--- src/rtl/posit_to_fp_arbiter.sv ---
// Two-requester round-robin front end sharing one combinational posit -> IEEE
// float converter; the result lands in a 1-entry output register tagged with its source.
module posit_to_fp_arbiter #(
  parameter int N  = 32,
  parameter int E  = 8,
  parameter int es = 3
) (
  input  logic         clk,
  input  logic         rst,
  input  logic         req0_valid,
  input  logic [N-1:0] req0_data,
  output logic         req0_ready,
  input  logic         req1_valid,
  input  logic [N-1:0] req1_data,
  output logic         req1_ready,
  output logic         out_valid,
  output logic [N-1:0] out_data,
  output logic         out_tag,
  input  logic         out_ready,
  output logic [31:0]  conv_count
);

  localparam int FW   = N - 1;
  localparam int M    = N - 1 - E;
  localparam int SW   = 16;
  localparam int BIAS = (1 << (E - 1)) - 1;
  localparam int EMAX = (1 << E) - 1;

  localparam logic signed [SW-1:0] BIAS_S = SW'(BIAS);
  localparam logic signed [SW-1:0] BE_MAX = SW'(EMAX);
  localparam logic signed [SW-1:0] BE_ONE = SW'(1);

  typedef struct packed {
    logic                 sgn;
    logic signed [SW-1:0] scale;
    logic [FW-1:0]        frac;
  } dec_t;

  // Splits a posit (not zero, not NaR) into sign, power-of-two scale and a
  // left-aligned fraction.
  function automatic dec_t posit_decode(input logic [N-1:0] p);
    dec_t                 d;
    logic [FW-1:0]        body;
    logic [FW-1:0]        t;
    logic                 rb;
    logic                 run_on;
    logic signed [SW-1:0] k;
    logic [es-1:0]        ex;
    int                   m;
    d.sgn  = p[N-1];
    body   = p[N-1] ? (~p[N-2:0] + 1'b1) : p[N-2:0];
    rb     = body[FW-1];
    m      = 0;
    run_on = 1'b1;
    for (int i = FW - 1; i >= 0; i--) begin
      if (run_on && (body[i] == rb)) m = m + 1;
      else run_on = 1'b0;
    end
    k       = rb ? SW'(m - 1) : SW'(-m);
    t       = body << (m + 1);
    ex      = t[FW-1 -: es];
    d.frac  = t << es;
    d.scale = (k <<< es) + $signed({{(SW-es){1'b0}}, ex});
    return d;
  endfunction

  // Round-to-nearest-even of the fraction to M bits; MSB of result is the carry.
  function automatic logic [M:0] round_mant(input logic [FW-1:0] frac);
    logic [M-1:0] mant;
    logic         g;
    logic         s;
    mant = frac[FW-1 -: M];
    g    = frac[FW-1-M];
    s    = |frac[FW-2-M:0];
    return {1'b0, mant} + (M+1)'(g & (s | mant[0]));
  endfunction

  // Out-of-range scales saturate to the largest finite value or flush to signed zero.
  function automatic logic [N-1:0] fp_pack(input logic sgn,
                                            input logic signed [SW-1:0] be,
                                            input logic [M-1:0] mant);
    if (be >= BE_MAX) return {sgn, E'(EMAX - 1), {M{1'b1}}};
    if (be < BE_ONE)  return {sgn, {(N-1){1'b0}}};
    return {sgn, be[E-1:0], mant};
  endfunction

  function automatic logic [N-1:0] posit_to_fp(input logic [N-1:0] p);
    dec_t                 d;
    logic [M:0]           r;
    logic signed [SW-1:0] be;
    if (p == '0) return '0;
    if (p == {1'b1, {(N-1){1'b0}}}) return {1'b0, {E{1'b1}}, 1'b1, {(M-1){1'b0}}};
    d  = posit_decode(p);
    r  = round_mant(d.frac);
    be = d.scale + BIAS_S + $signed({{(SW-1){1'b0}}, r[M]});
    return fp_pack(d.sgn, be, r[M-1:0]);
  endfunction

  logic         last_grant;
  logic         grant_p0;
  logic         granted_p0;
  logic         slot_free_p0;
  logic         accept_p0;
  logic [N-1:0] sel_p0;
  logic [N-1:0] conv_p0;

  // Stage p0: arbitration, handshake and combinational conversion
  always_comb begin
    granted_p0   = req0_valid | req1_valid;
    grant_p0     = (req0_valid & req1_valid) ? ~last_grant : req1_valid;
    slot_free_p0 = ~out_valid | out_ready;
    accept_p0    = granted_p0 & slot_free_p0;
    req0_ready   = accept_p0 & ~grant_p0;
    req1_ready   = accept_p0 & grant_p0;
    sel_p0       = grant_p0 ? req1_data : req0_data;
    conv_p0      = posit_to_fp(sel_p0);
  end

  // Stage p1: output register, arbitration history and conversion counter
  always_ff @(posedge clk or posedge rst) begin
    if (rst) begin
      out_valid  <= 1'b0;
      out_data   <= '0;
      out_tag    <= 1'b0;
      conv_count <= '0;
      last_grant <= 1'b1;
    end else if (accept_p0) begin
      out_valid  <= 1'b1;
      out_data   <= conv_p0;
      out_tag    <= grant_p0;
      last_grant <= grant_p0;
      conv_count <= conv_count + 32'd1;
    end else if (out_ready) begin
      out_valid  <= 1'b0;
    end
  end

endmodule

--- config.mk ---
export PLATFORM = sky130hd
export DESIGN_NAME = posit_to_fp_arbiter
export DESIGN_NICKNAME = d
export VERILOG_FILES = /design/src/rtl/posit_to_fp_arbiter.sv
export SDC_FILE = /design/constraint.sdc
export NUM_CORES = 1
export LEC_CHECK = 0
export ABC_AREA = 1
export ABC_CLOCK_PERIOD_IN_PS = 63100
export CELL_PAD_IN_SITES_DETAIL_PLACEMENT = 1
export CELL_PAD_IN_SITES_GLOBAL_PLACEMENT = 1
export CORE_MARGIN = 1
export CORE_UTILIZATION = 30
export CTS_BUF_LIST = sky130_fd_sc_hd__clkbuf_16
export CTS_CLUSTER_DIAMETER = 40
export DETAILED_ROUTE_END_ITERATION = 8
export PLACE_DENSITY_LB_ADDON = 0.1
export SLEW_MARGIN = 20
export SYNTH_ARGS = -nofsm -noshare
export SYNTH_HDL_FRONTEND = slang
export SYNTH_SLANG_ARGS = --single-unit
export TNS_END_PERCENT = 50
--- constraint.sdc ---
create_clock -name clk -period 63.1 [get_ports clk]
set_clock_uncertainty 0.05 [all_clocks]
set_input_delay 15.775 -clock clk [delete_from_list [all_inputs] [get_ports clk]]
set_output_delay 15.775 -clock clk [all_outputs]
set_load 0.01 [all_outputs]
# Yosys cells after proc, flatten, opt, wreduce, memory -nomap -nowiden
# Index checks and enable logic that the tools add are counted.
[op_classes] addsub=39 order_cmp=2 eq_ne=31 shift=1 muxes=205 bitwise=12 reduce_logical=33
[op_table] operator="32-bit two-way mux" n=101
[op_table] operator="32-bit by 2-bit adder with 32-bit output, second input constant" n=31
[op_table] operator="1-bit two-way mux" n=102
[op_table] operator="32-bit by 1-bit adder with 32-bit output, second input constant" n=1
[op_table] operator="32-bit == test, second input constant" n=1
[op_table] operator="32-bit zero test" n=1
[op_table] operator="31-bit by 32-bit left shift with 31-bit output" n=1
[op_table] operator="31-bit by 1-bit adder with 31-bit output, second input constant" n=1
[op_table] operator="31-bit two-way mux" n=1
[op_table] operator="31-bit NOT" n=1
[op_table] operator="1-bit == test" n=30
[op_table] operator="1-bit logical AND" n=30
[op_table] operator="23-bit by 1-bit adder with 24-bit output" n=1
[op_table] operator="16-bit by 2-bit adder with 16-bit output" n=1
[op_table] operator="16-bit by 4-bit adder with 16-bit output" n=1
[op_table] operator="16-bit by 8-bit adder with 16-bit output, second input constant" n=1
[op_table] operator="16-bit by 9-bit >= comparator with 1-bit output, second input constant" n=1
[op_table] operator="16-bit by 2-bit less-than comparator with 1-bit output, second input constant" n=1
[op_table] operator="13-bit two-way mux" n=1
[op_table] operator="13-bit negation" n=1
[op_table] operator="13-bit by 2-bit subtractor with 13-bit output, second input constant" n=1
[op_table] operator="1-bit bitwise AND" n=5
[op_table] operator="4-bit OR reduction" n=1
[op_table] operator="1-bit NOT" n=3
[op_table] operator="other kinds (2)" n=4
[word_totals] regBits=67 input_bits=69 out_inout_bits=68 word_cells=328

# Logic depth before layout (Yosys ltp)
# Gate-level depths: netlist of run 1.
[depth] ltp_word=146 mapped_depth=152 mapped_depth_nobuf=149

# Worst setup path after synthesis of run 1
# Ideal clock, no wire load.
[synth_path] path_kind="input to register" start="input port req0_valid" end="register out_data[27]" t_arrival_ns=35.827 required_time_ns=62.932 slack_ns=27.106 cell_stages=144 path_buffers=6 path_cell_list="nand2_2 > nand2_4 > buf_8 > buf_12 > nand2_4 > nand2_2 > inv_1 > ha_1 > nand2_1 > nor2_1 > nand3_1 > nand2_1 > nand4_2 > nand2_4 > buf_2 > clkbuf_1 > nand3_1 > nand2_1 > [... 108 more ...] > or2_1 > ha_1 > ha_1 > nand3_1 > nor2_2 > nand4_1 > nand3_1 > nor2_1 > nand2_1 > a21oi_1 > nand3_1 > nand2_1 > inv_2 > buf_6 > nand2_1 > nand2_1 > nand2_1 > nand2_1"
[synth_via] elab_chain_len=143
[synth_rtl] item="start, declared" line="10" text="input logic req0_valid,"
[synth_rtl] item="branches (longest 143 deep; another with 32-bit by 2-bit adder with 32-bit output)"
[synth_rtl] item="end signal, assigned" line="129" text="out_data <= conv_p0;"
[synth_rtl] item="end, declared" line="17" text="output logic [N-1:0] out_data,"
# Parallel ways; which one is timed is not known. The select of a mux whose other input is x is not followed.
# A chain may end at the register's enable or synchronous reset.

# Worst setup path in the final report of run 1
[layout_path] start="input port req0_valid" end="register out_data[3]"
# Same word-level chain as after synthesis.

==> results by group, run 1 <==
Outcome
  – Status: finished clean

Logic synthesis
  – Seq cells post-synth: 67
  – Post-Syn Area: 0.0116 mm2
  – Share of flip-flops with an asynchronous set or reset: 100%
  – Xor and xnor area share after synthesis: 6.12%
  – Mean Syn Cell Area: 5.57 um2
  – Ys Warns: 0
  – Ys flop type: dfrtp_1
  – Post-synth EDFFs: 0
  – Mux share of post-synthesis cell area: 0.0864%
  – Simple-Gate Fraction of Synth Area: 55.9%
  – Library cells used by synthesis: 61
  – Syn Nets: 2183
  – Sequential share of the synthesized area: 14.5%
  – Syn Inst Count: 2081
  – Synth Area in Adders: 3.56%
  – Compound-Gate Fraction of Synth Area: 7.63%
  – Main combinational cell family by area after synthesis: simple AND/OR/NAND/NOR gates

Setup path
  – Crit Path Max Fanout: 39
  – Max incr delay on CP: 1.08 ns
  – Worst path bufs/invs: 12
  – Crit-path slowest cell: clkinv_1
  – CP Data Arrival Time: 40.63 ns
  – WP data required: 63.27 ns
  – CP delay by family, top: simple AND/OR/NAND/NOR gates
  – CP endpoint kind: flop
  – Worst setup SP type: primary input
  – Most used cell along the critical path: nand2_1
  – Critical path type: in2reg

STA
  – RSZ-0062 raised after global routing: no
  – Final hold slack: 0.426 ns
  – Slew @ Worst Pin: 1.02 ns
  – Tcrit/Tclk final: 64.1%
  – Setup TNS: 0 ns
  – # setup viols final: 0
  – Period minus WS final: 40.46 ns
  – Final hold violations: 0
  – Slew Viols, Final: 0
  – Max_slew headroom: 31.9%
  – Fmax: 24.7 MHz

Floorplan
  – Die X: 199 um
  – Core area: 0.0378 mm2
  – Site row count: 71
  – DIE HEIGHT: 199 um
  – Initial Utilization: 30.6%
  – Io pins: 137
  – DIE AREA: 0.0394 mm2

Cells and area
  – Fillers: 5207
  – Ratio of cells with drive above 1 in the final layout: 8.27%
  – Final Util: 36.0%
  – Finished Layout Cells: 2701
  – Area growth from synthesis to layout: 17.7%
  – Commonest non-fill, non-tap cell in the layout: nand2_1
  – Nets: 2286
  – Most frequent cells in the layout: nand2_1 (714), inv_1 (268), nand3_1 (232)
  – Post-route cell area: 0.0136 mm2

Place
  – DP HPWL: 33200 um
  – Placed cell areas: 0.0134 mm2
  – Dpl cells: 2684
  – Port-buffer cells: 136
  – GP Congestion: 0.885

Clock network
  – CTS Root Cell: clkbuf_16
  – H-Tree Depth: 3
  – Post-CTS setup buffers: 0
  – CTS resizes: 0
  – Total clock sinks: 67
  – Number of buffers created by CTS: 9
  – Hold_buf cts: 0
  – Worst skew pair latency: 0.33 ns
  – CTS tree: yes
  – CTS clk-pin slew, worst paths: 0.05 ns
  – Clock buffer depth: 2

Drt
  – Wire per inst: 14.7 um
  – DRC viols: 0
  – Drt first-iter violations: 528
  – Vias: 13200
  – DRT Pass-1 Iters: 7
  – Via/cell ratio: 4.88
  – Post-DRT Antenna Nets: 0
  – Routed WL: 39800 um

Global route
  – Met3 Track Usage GR: 3.10%
  – First-pass GRT wire length: 67000 um
  – Met2 GRT Util: 35.9%
  – Met1 global-route usage: 27.1%
  – Largest net degree at the start of global routing: 68
  – Grt total ovfl: 0
  – GRT Overall Usage: 20.7%
  – Layer with the highest usage: met2
  – Vias in the first global route: 13400
  – Initial antenna violation count: 0

Power and ir drop
  – PD cells: 37.4 mW/mm2
  – Leak: 6.94 nW
  – Worst-case vdd ir drop: 0.0000176 V

Flow run
  – Maxcap violations: 0

Min path
  – Worst hold path class: reg2reg
[logic make-up after synthesis]
group / Yosys count
flip-flops: 67
AND/OR/NAND/NOR: 1401
XOR/XNOR: 81
adder cells (fa/ha/maj): 33
buffers and inverters: 348
AO/OA/AOI/OAI: 150
multiplexers: 1
[final timing paths]
kind | cells past startpoint | slack [ns] | from | end
hold / removal | 2 | 0.43 | out_data[27] | out_data[27]
hold reg to reg | 2 | 0.43 | out_data[27] | out_data[27]
setup / recovery | 135 | 22.64 | req0_valid | out_data[3]
max in group asynchronous | 3 | 46.44 | rst | out_data[2]
setup reg to reg | 134 | 38.08 | last_grant | out_data[3]
min in group asynchronous | 3 | 15.96 | rst | conv_count[11]
[cell usage after synthesis (5+ instances only)]
library cell	instances	area, um2
a21oi_1	19	95.1
a31oi_1	11	68.8
and2_1	7	43.8
buf_1	6	22.5
buf_2	15	75.1
buf_4	10	75.1
clkbuf_1	19	71.3
clkinv_1	5	18.8
dfrtp_1	66	1650
ha_1	33	413
inv_1	266	998
inv_2	22	82.6
nand2_1	714	2680
nand2_2	54	338
nand3_1	232	1160
nand3_2	27	270
nand3b_1	36	270
nand4_1	59	369
nor2_1	191	717
nor2_2	16	100
nor2_4	5	56.3
nor3_1	21	105
o211ai_1	11	82.6
o21ai_0	45	225
o21ai_1	37	185
o21bai_1	5	37.5
or2_1	6	37.5
or2_2	10	62.6
xnor2_1	20	175
xor2_1	61	534
[report_power, final]
| part | internal, mW | switching (mW) | total (mW) |
|---|---|---|---|
| Clock | 0.0298 | 0.0175 | 0.0472 |
| Combinational | 0.134 | 0.263 | 0.397 |
| Sequential | 0.0560 | 0.00938 | 0.0654 |
| Total | 0.220 | 0.290 | 0.510 |
[metal layers]
metal	routed length, um	part of all wire (%)
met1	18800	47
met2	19000	48
met3	1400	3.5
met4	527	1.3
met5	0	0
[worst register-to-register path, delay by kind of cell (launching register included)]
| family | cells | cell delay (ns) |
|---|---|---|
| AO/OA/AOI/OAI | 5 | 0.88 |
| buffers and inverters | 11 | 2.09 |
| flip-flops | 1 | 0.54 |
| adder cells (fa/ha/maj) | 30 | 8.91 |
| AND/OR/NAND/NOR | 88 | 12.43 |
[per-stage QoR]
| stage | worst slack [ns] | total power [mW] |
|---|---|---|
| global route | 20.06 | 0.570 |
| global placement | 23.04 | 0.457 |
| CTS | 22.52 | 0.514 |
| detailed placement | 22.25 | 0.462 |
| finish | 22.64 | 0.510 |
| floorplan | 27.11 | 0.343 |
[flip-flops by register name (all words and copies together) (netlist names)]
name	count
out_valid	1
conv_count	32
last_grant	1
out_data	32
out_tag	1
[cell type report]
class	count	area (um2)	share of cell area [%]
Clock buffer	9	225	1.65
Tap cell	511	639	4.69
Timing Repair Buffer	147	1440	10.6
Inverter	293	1100	8.06
Clock inverter	7	53.8	0.394
Sequential cell	67	1680	12.3
Antenna cell	1	2.50	0.0183
Multi-Input combinational cell	1666	8500	62.3
(Power assumes the default switching activity.)
==> run 2, diff against run 1 <==
- ABC_CLOCK_PERIOD_IN_PS: 63100 -> 38000
- clock period: 63.1 -> 38 ns (I/O delays scaled with it)
==> run 2 against run 1 <==
Effect of this change:
- sequential power is 65% higher
- utilization is 0.066 points higher
- highest routed layer unchanged
- die area stayed put
- flip-flop and latch count unchanged
- cell count about the same
- non-clock buffer count stayed put
- total power rose by 67%
- setup slack worse by 19 ns
- largest power group unchanged
==> results by group, run 2 (synthesis gave the netlist of run 1 again) <==
Drt
  – Wire per inst: 14.7 um (-0.34%)
  – DRT Pass-1 Iters: 4 (-3)
  – Via/cell ratio: 4.87 (-0.16%)
  – Post-DRT Antenna Nets: 0 (unchanged)
  – Vias: 13200 (-0.12%)
  – Routed WL: 39700 um (-0.30%)
  – Drt first-iter violations: 537 (+1.7%)
  – DRC viols: 0 (unchanged)

Global route
  – Vias in the first global route: 13400 (-0.22%)
  – Initial antenna violation count: 2 (+2)
  – GRT Overall Usage: 20.6% (-0.11 points)
  – First-pass GRT wire length: 66700 um (-0.40%)
  – Grt total ovfl: 0 (unchanged)
  – Largest net degree at the start of global routing: 68 (unchanged)

Floorplan
  – DIE AREA: 0.0394 mm2 (unchanged)
  – Core area: 0.0378 mm2 (unchanged)
  – Io pins: 137 (unchanged)
  – DIE HEIGHT: 199 um (unchanged)
  – Site row count: 71 (unchanged)
  – Die X: 199 um (unchanged)
  – Initial Utilization: 30.6% (unchanged)

STA
  – Slew @ Worst Pin: 1.01 ns (-0.00681 ns)
  – RSZ-0062 raised after global routing: no
  – Slew Viols, Final: 0 (unchanged)
  – Period minus WS final: 34.27 ns
  – Setup TNS: 0 ns (unchanged)
  – Max_slew headroom: 32.3% (+0.46 points)
  – Fmax: 29.2 MHz
  – Final hold violations: 0 (unchanged)
  – # setup viols final: 0 (unchanged)
  – Tcrit/Tclk final: 90.2%

Place
  – Placed cell areas: 0.0134 mm2 (unchanged)
  – Port-buffer cells: 136 (unchanged)
  – DP HPWL: 33000 um (-0.49%)
  – GP Congestion: 0.890 (+0.53%)

Cells and area
  – Ratio of cells with drive above 1 in the final layout: 8.50% (+0.23 points)
  – Commonest non-fill, non-tap cell in the layout: nand2_1
  – Post-route cell area: 0.0137 mm2 (+0.18%)
  – Area growth from synthesis to layout: 18.0%
  – Nets: 2286 (unchanged)
  – Most frequent cells in the layout: nand2_1 (714), inv_1 (265), nand3_1 (232)
  – Fillers: 5244 (+0.71%)
  – Biggest regs: conv_count (32), out_data (32)
  – Final Util: 36.1% (+0.066 points)

Clock network
  – CTS tree: yes
  – CTS Root Cell: clkbuf_16
  – Post-CTS setup buffers: 0 (unchanged)
  – Clock buffer depth: 2 (unchanged)
  – Total clock sinks: 67 (unchanged)
  – Hold_buf cts: 0 (unchanged)
  – CTS resizes: 0 (unchanged)
  – H-Tree Depth: 3 (unchanged)
  – CTS clk-pin slew, worst paths: 0.06 ns (about the same)
  – Number of buffers created by CTS: 9 (unchanged)
  – Worst skew pair latency: 0.34 ns (about the same)

Setup path
  – Worst path bufs/invs: 12 (unchanged)
  – Crit Path Max Fanout: 39 (unchanged)
  – WP data required: 38.18 ns (-25.09 ns)
  – CP endpoint kind: flop
  – Critical path type: in2reg
  – Most used cell along the critical path: nand2_1
  – Max incr delay on CP: 1.07 ns (about the same)
  – CP delay by family, top: simple AND/OR/NAND/NOR gates
  – Worst setup SP type: primary input
  – CP Data Arrival Time: 34.45 ns (-6.18 ns)
  – Crit-path slowest cell: clkinv_1

Flow run
  – Maxcap violations: 0 (unchanged)

Outcome
  – Status: finished clean

Power and ir drop
  – PD cells: 62.4 mW/mm2 (+67%)
  – Leak: 6.93 nW (-0.26%)
  – Worst-case vdd ir drop: 0.0000297 V (+68%)
  – Overall power after layout: 853 uW (+67%)

Min path
  – Worst hold path class: reg2reg
==> run 2: changes by cell type in the layout (fill, tap and decap cells not counted), sizes merged <==
cell | before | now
clkinvlp | 0 | 5
diode | 1 | 2
clkinv | 8 | 5
inv | 291 | 289
==> run 2: report_power, final <==
part	internal, mW	total [mW]	switching [mW]
sequential	0.0929	0.108	0.0153
combinational	0.222	0.660	0.438
clock	0.0510	0.0847	0.0338
total	0.366	0.853	0.487
==> run 2: final timing paths <==
path,start,endpoint,slack (ns),cells after the start
setup / recovery,req0_valid,out_data[4],3.73,135
min in group asynchronous,rst,conv_count[11],9.68,3
max in group asynchronous,rst,out_data[0],27.61,3
setup reg to reg,last_grant,out_data[4],12.87,134
hold reg to reg,conv_count[31],conv_count[31],0.42,1
hold / removal,conv_count[31],conv_count[31],0.42,1
==> run 2: cell type report <==
cell class	count	area [um2]	share of cell area (%)
Clock buffer	9	225	1.65
Clock inverter	7	76.3	0.559
Tap cell	511	639	4.68
Multi-Input combinational cell	1666	8500	62.2
Timing Repair Buffer	147	1440	10.6
Antenna cell	2	5.00	0.0366
Inverter	293	1100	8.05
Sequential cell	67	1680	12.3
==> run 2: metal layers <==
layer	up-vias	track usage, %	part of all wire [%]
li1	6827	-	-
met3	26	3.03	3.1
met1	6159	27.4	48
met5	-	0	0
met2	153	35.4	48
met4	0	3.08	0.99
==> run 2: stage by stage <==
stage / hold WS, ns / instances / setup WS, ns
3_3_place_gp: 0.412 / 2684 / 4.20
5_1_grt: 0.443 / 2701 / 1.28
2_1_floorplan: 0.405 / 2081 / 8.28
6_report: 0.416 / 2702 / 3.73
4_1_cts: 0.423 / 2700 / 3.65
3_5_place_dp: 0.416 / 2684 / 3.34
==> run 3, diff against run 2 <==
- CORE_MARGIN: 1 -> 5
- CTS_CLUSTER_DIAMETER: 40 -> 80
- GPL_TIMING_DRIVEN: unset -> 0
==> run 3 against run 2 <==
Effect of this change:
- cell count is 2.0% higher
- via count is 2.4% higher
- critical path type unchanged
- flip-flop and latch count stayed put
- clock power is 5.2% lower
- non-clock buffer count is 46 higher
- highest routed layer unchanged
- fmax is 3.3% higher
- die area is 8.2% higher
- global-route usage is 0.91 points lower
- worst hold slack better by 0.012 ns
- combinational power is 3.6% higher
- total power is 2.4% higher
- first-iteration DRC count is 13% higher
==> results by group, run 3 (synthesis gave the netlist of run 1 again) <==
Setup path
  – RR Startpoint: last_grant
  – Critical path type: in2reg
  – Crit Path Max Fanout: 10 (-74%)
  – CP endpoint kind: flop
  – Max incr delay on CP: 0.64 ns (-0.43 ns)
  – CP Data Arrival Time: 33.35 ns (-1.10 ns)
  – R2r worst-path depth: 142 (+6.0%)
  – Internal reg-to-reg setup slack: 14.02 ns (+1.15 ns)
  – Crit-path slowest cell: clkdlybuf4s50_1
  – Crit path from: req1_valid
  – Worst setup SP type: primary input
  – Most used cell along the critical path: nand2_1
  – WP data required: 38.18 ns (about the same)
  – Reg2reg end: out_data[4]

Place
  – Place WS: 4.37 ns (+1.03 ns)
  – Port-buffer cells: 136 (unchanged)
  – DP HPWL: 36000 um (+8.9%)
  – Placed cell areas: 0.0136 mm2 (+2.0%)
  – Dpl cells: 2737 (+2.0%)
  – GP Congestion: 0.916 (+3.0%)

Floorplan
  – DIE HEIGHT: 207 um (+4.0%)
  – Site row count: 72 (+1.4%)
  – Die X: 207 um (+4.0%)
  – Core area: 0.0385 mm2 (+1.6%)
  – DIE AREA: 0.0426 mm2 (+8.2%)
  – Io pins: 137 (unchanged)
  – Initial Utilization: 30.1% (-0.50 points)

Flow run
  – Maxcap violations: 0 (unchanged)

Clock network
  – Clock buffer depth: 2 (unchanged)
  – Total clock sinks: 67 (unchanged)
  – CTS Root Cell: clkbuf_16
  – Post-CTS setup buffers: 0 (unchanged)
  – CTS resizes: 0 (unchanged)
  – CTS tree: yes
  – Hold_buf cts: 0 (unchanged)
  – H-Tree Depth: 3 (unchanged)
  – CTS clk-pin slew, worst paths: 0.05 ns (about the same)
  – Worst skew pair latency: 0.34 ns (about the same)
  – Number of buffers created by CTS: 9 (unchanged)

Global route
  – GRT Overall Usage: 19.6% (-0.91 points)
  – Vias in the first global route: 13700 (+1.9%)
  – Initial antenna violation count: 2 (unchanged)
  – Largest net degree at the start of global routing: 36 (-47%)
  – First-pass GRT wire length: 69300 um (+3.8%)
  – Grt total ovfl: 0 (unchanged)

Cells and area
  – Most frequent cells in the layout: nand2_1 (714), inv_1 (268), nand3_1 (232)
  – Post-route cell area: 0.0139 mm2 (+1.8%)
  – Nets: 2332 (+2.0%)
  – Area growth from synthesis to layout: 20.1%
  – Biggest regs: conv_count (32), out_data (32)
  – Final Util: 36.2% (+0.066 points)
  – Fillers: 5259 (+0.29%)
  – Finished Layout Cells: 2756 (+2.0%)
  – Ratio of cells with drive above 1 in the final layout: 8.99% (+0.50 points)
  – Commonest non-fill, non-tap cell in the layout: nand2_1

STA
  – Tcrit/Tclk final: 87.3% (-2.9 points)
  – Max_slew headroom: 40.4% (+8.0 points)
  – Slew Viols, Final: 0 (unchanged)
  – RSZ-0062 raised after global routing: no
  – Slew @ Worst Pin: 0.891 ns (-0.117 ns)
  – Setup TNS: 0 ns (unchanged)
  – Period minus WS final: 33.17 ns (-1.10 ns)
  – Fmax: 30.1 MHz (+3.3%)
  – Setup WS post-layout: 4.83 ns (+1.10 ns)
  – Final hold violations: 0 (unchanged)
  – Final hold slack: 0.427 ns (+0.0115 ns)
  – # setup viols final: 0 (unchanged)

Min path
  – HP Start: conv_count[31]
  – Worst hold path class: reg2reg
  – WHS Endpoint: conv_count[31]
  – Hold path cells: 1 (unchanged)

Drt
  – Routed WL: 42100 um (+6.2%)
  – Vias: 13500 (+2.4%)
  – Via/cell ratio: 4.89 (+0.43%)
  – Wire per inst: 15.3 um (+4.1%)
  – DRT Pass-1 Iters: 5 (+1)
  – Post-DRT Antenna Nets: 0 (unchanged)
  – DRC viols: 0 (unchanged)
  – Drt first-iter violations: 606 (+13%)

Power and ir drop
  – Overall power after layout: 873 uW (+2.4%)
  – Leak: 7.08 nW (+2.1%)
  – Worst-case vdd ir drop: 0.0000288 V (-2.7%)
  – PD cells: 62.7 mW/mm2 (+0.53%)

Outcome
  – Status: finished clean
-- run 3: cell count changes in the layout (fill, tap and decap cells not counted), moves of 2 or more --
| cell | delta |
|---|---|
| buf_1 | +6 |
| buf_12 | +2 |
| buf_2 | +16 |
| buf_6 | +2 |
| buf_8 | +2 |
| clkbuf_1 | +19 |
| clkinv_1 | +2 |
| clkinvlp_4 | -5 |
| inv_1 | +3 |
-- run 3: cell type report --
type / count / area (um2) / share of cell area [%]
clock buffer: 9 / 225 / 1.62
buffer: 55 / 317 / 2.27
antenna: 3 / 7.51 / 0.0540
timing repair buffer: 138 / 1390 / 9.96
inverter: 293 / 1100 / 7.92
multi-input combinational: 1666 / 8500 / 61.1
tap: 518 / 648 / 4.66
clock inverter: 7 / 53.8 / 0.387
sequential: 67 / 1680 / 12.1
-- run 3: how the worst max path moves through the flow --
stage	to	slack, ns	cells after the start
6_report	out_data[4]	4.83	142
5_1_grt	out_data[4]	2.70	142
4_1_cts	out_data[3]	4.64	142
3_5_place_dp	out_data[25]	4.37	144
3_3_place_gp	out_data[4]	4.85	144
2_1_floorplan	out_data[27]	8.28	144
-- run 3: where the power goes --
group / switching (mW) / leakage, nW / internal (mW) / total [mW]
combinational: 0.453 / 6.12 / 0.231 / 0.684
clock: 0.0308 / 0.148 / 0.0495 / 0.0803
sequential: 0.0155 / 0.810 / 0.0929 / 0.108
-- run 3: worst max-delay path, delay by kind of cell --
kind                       cells  cell delay, ns
AOI/OAI and AO/OA              6            0.97
adders and majority gates     29            8.00
buffers and inverters         15            2.62
and+or+nand+nor               92           12.18
-- run 3: per-layer routing --
metal / up-vias / part of all wire (%) / GRT usage (%)
met5: - / 0 / 0
met2: 193 / 47 / 33.7
met3: 44 / 3.7 / 3.55
met4: 0 / 1.5 / 2.97
li1: 6923 / - / -
met1: 6326 / 48 / 26.3
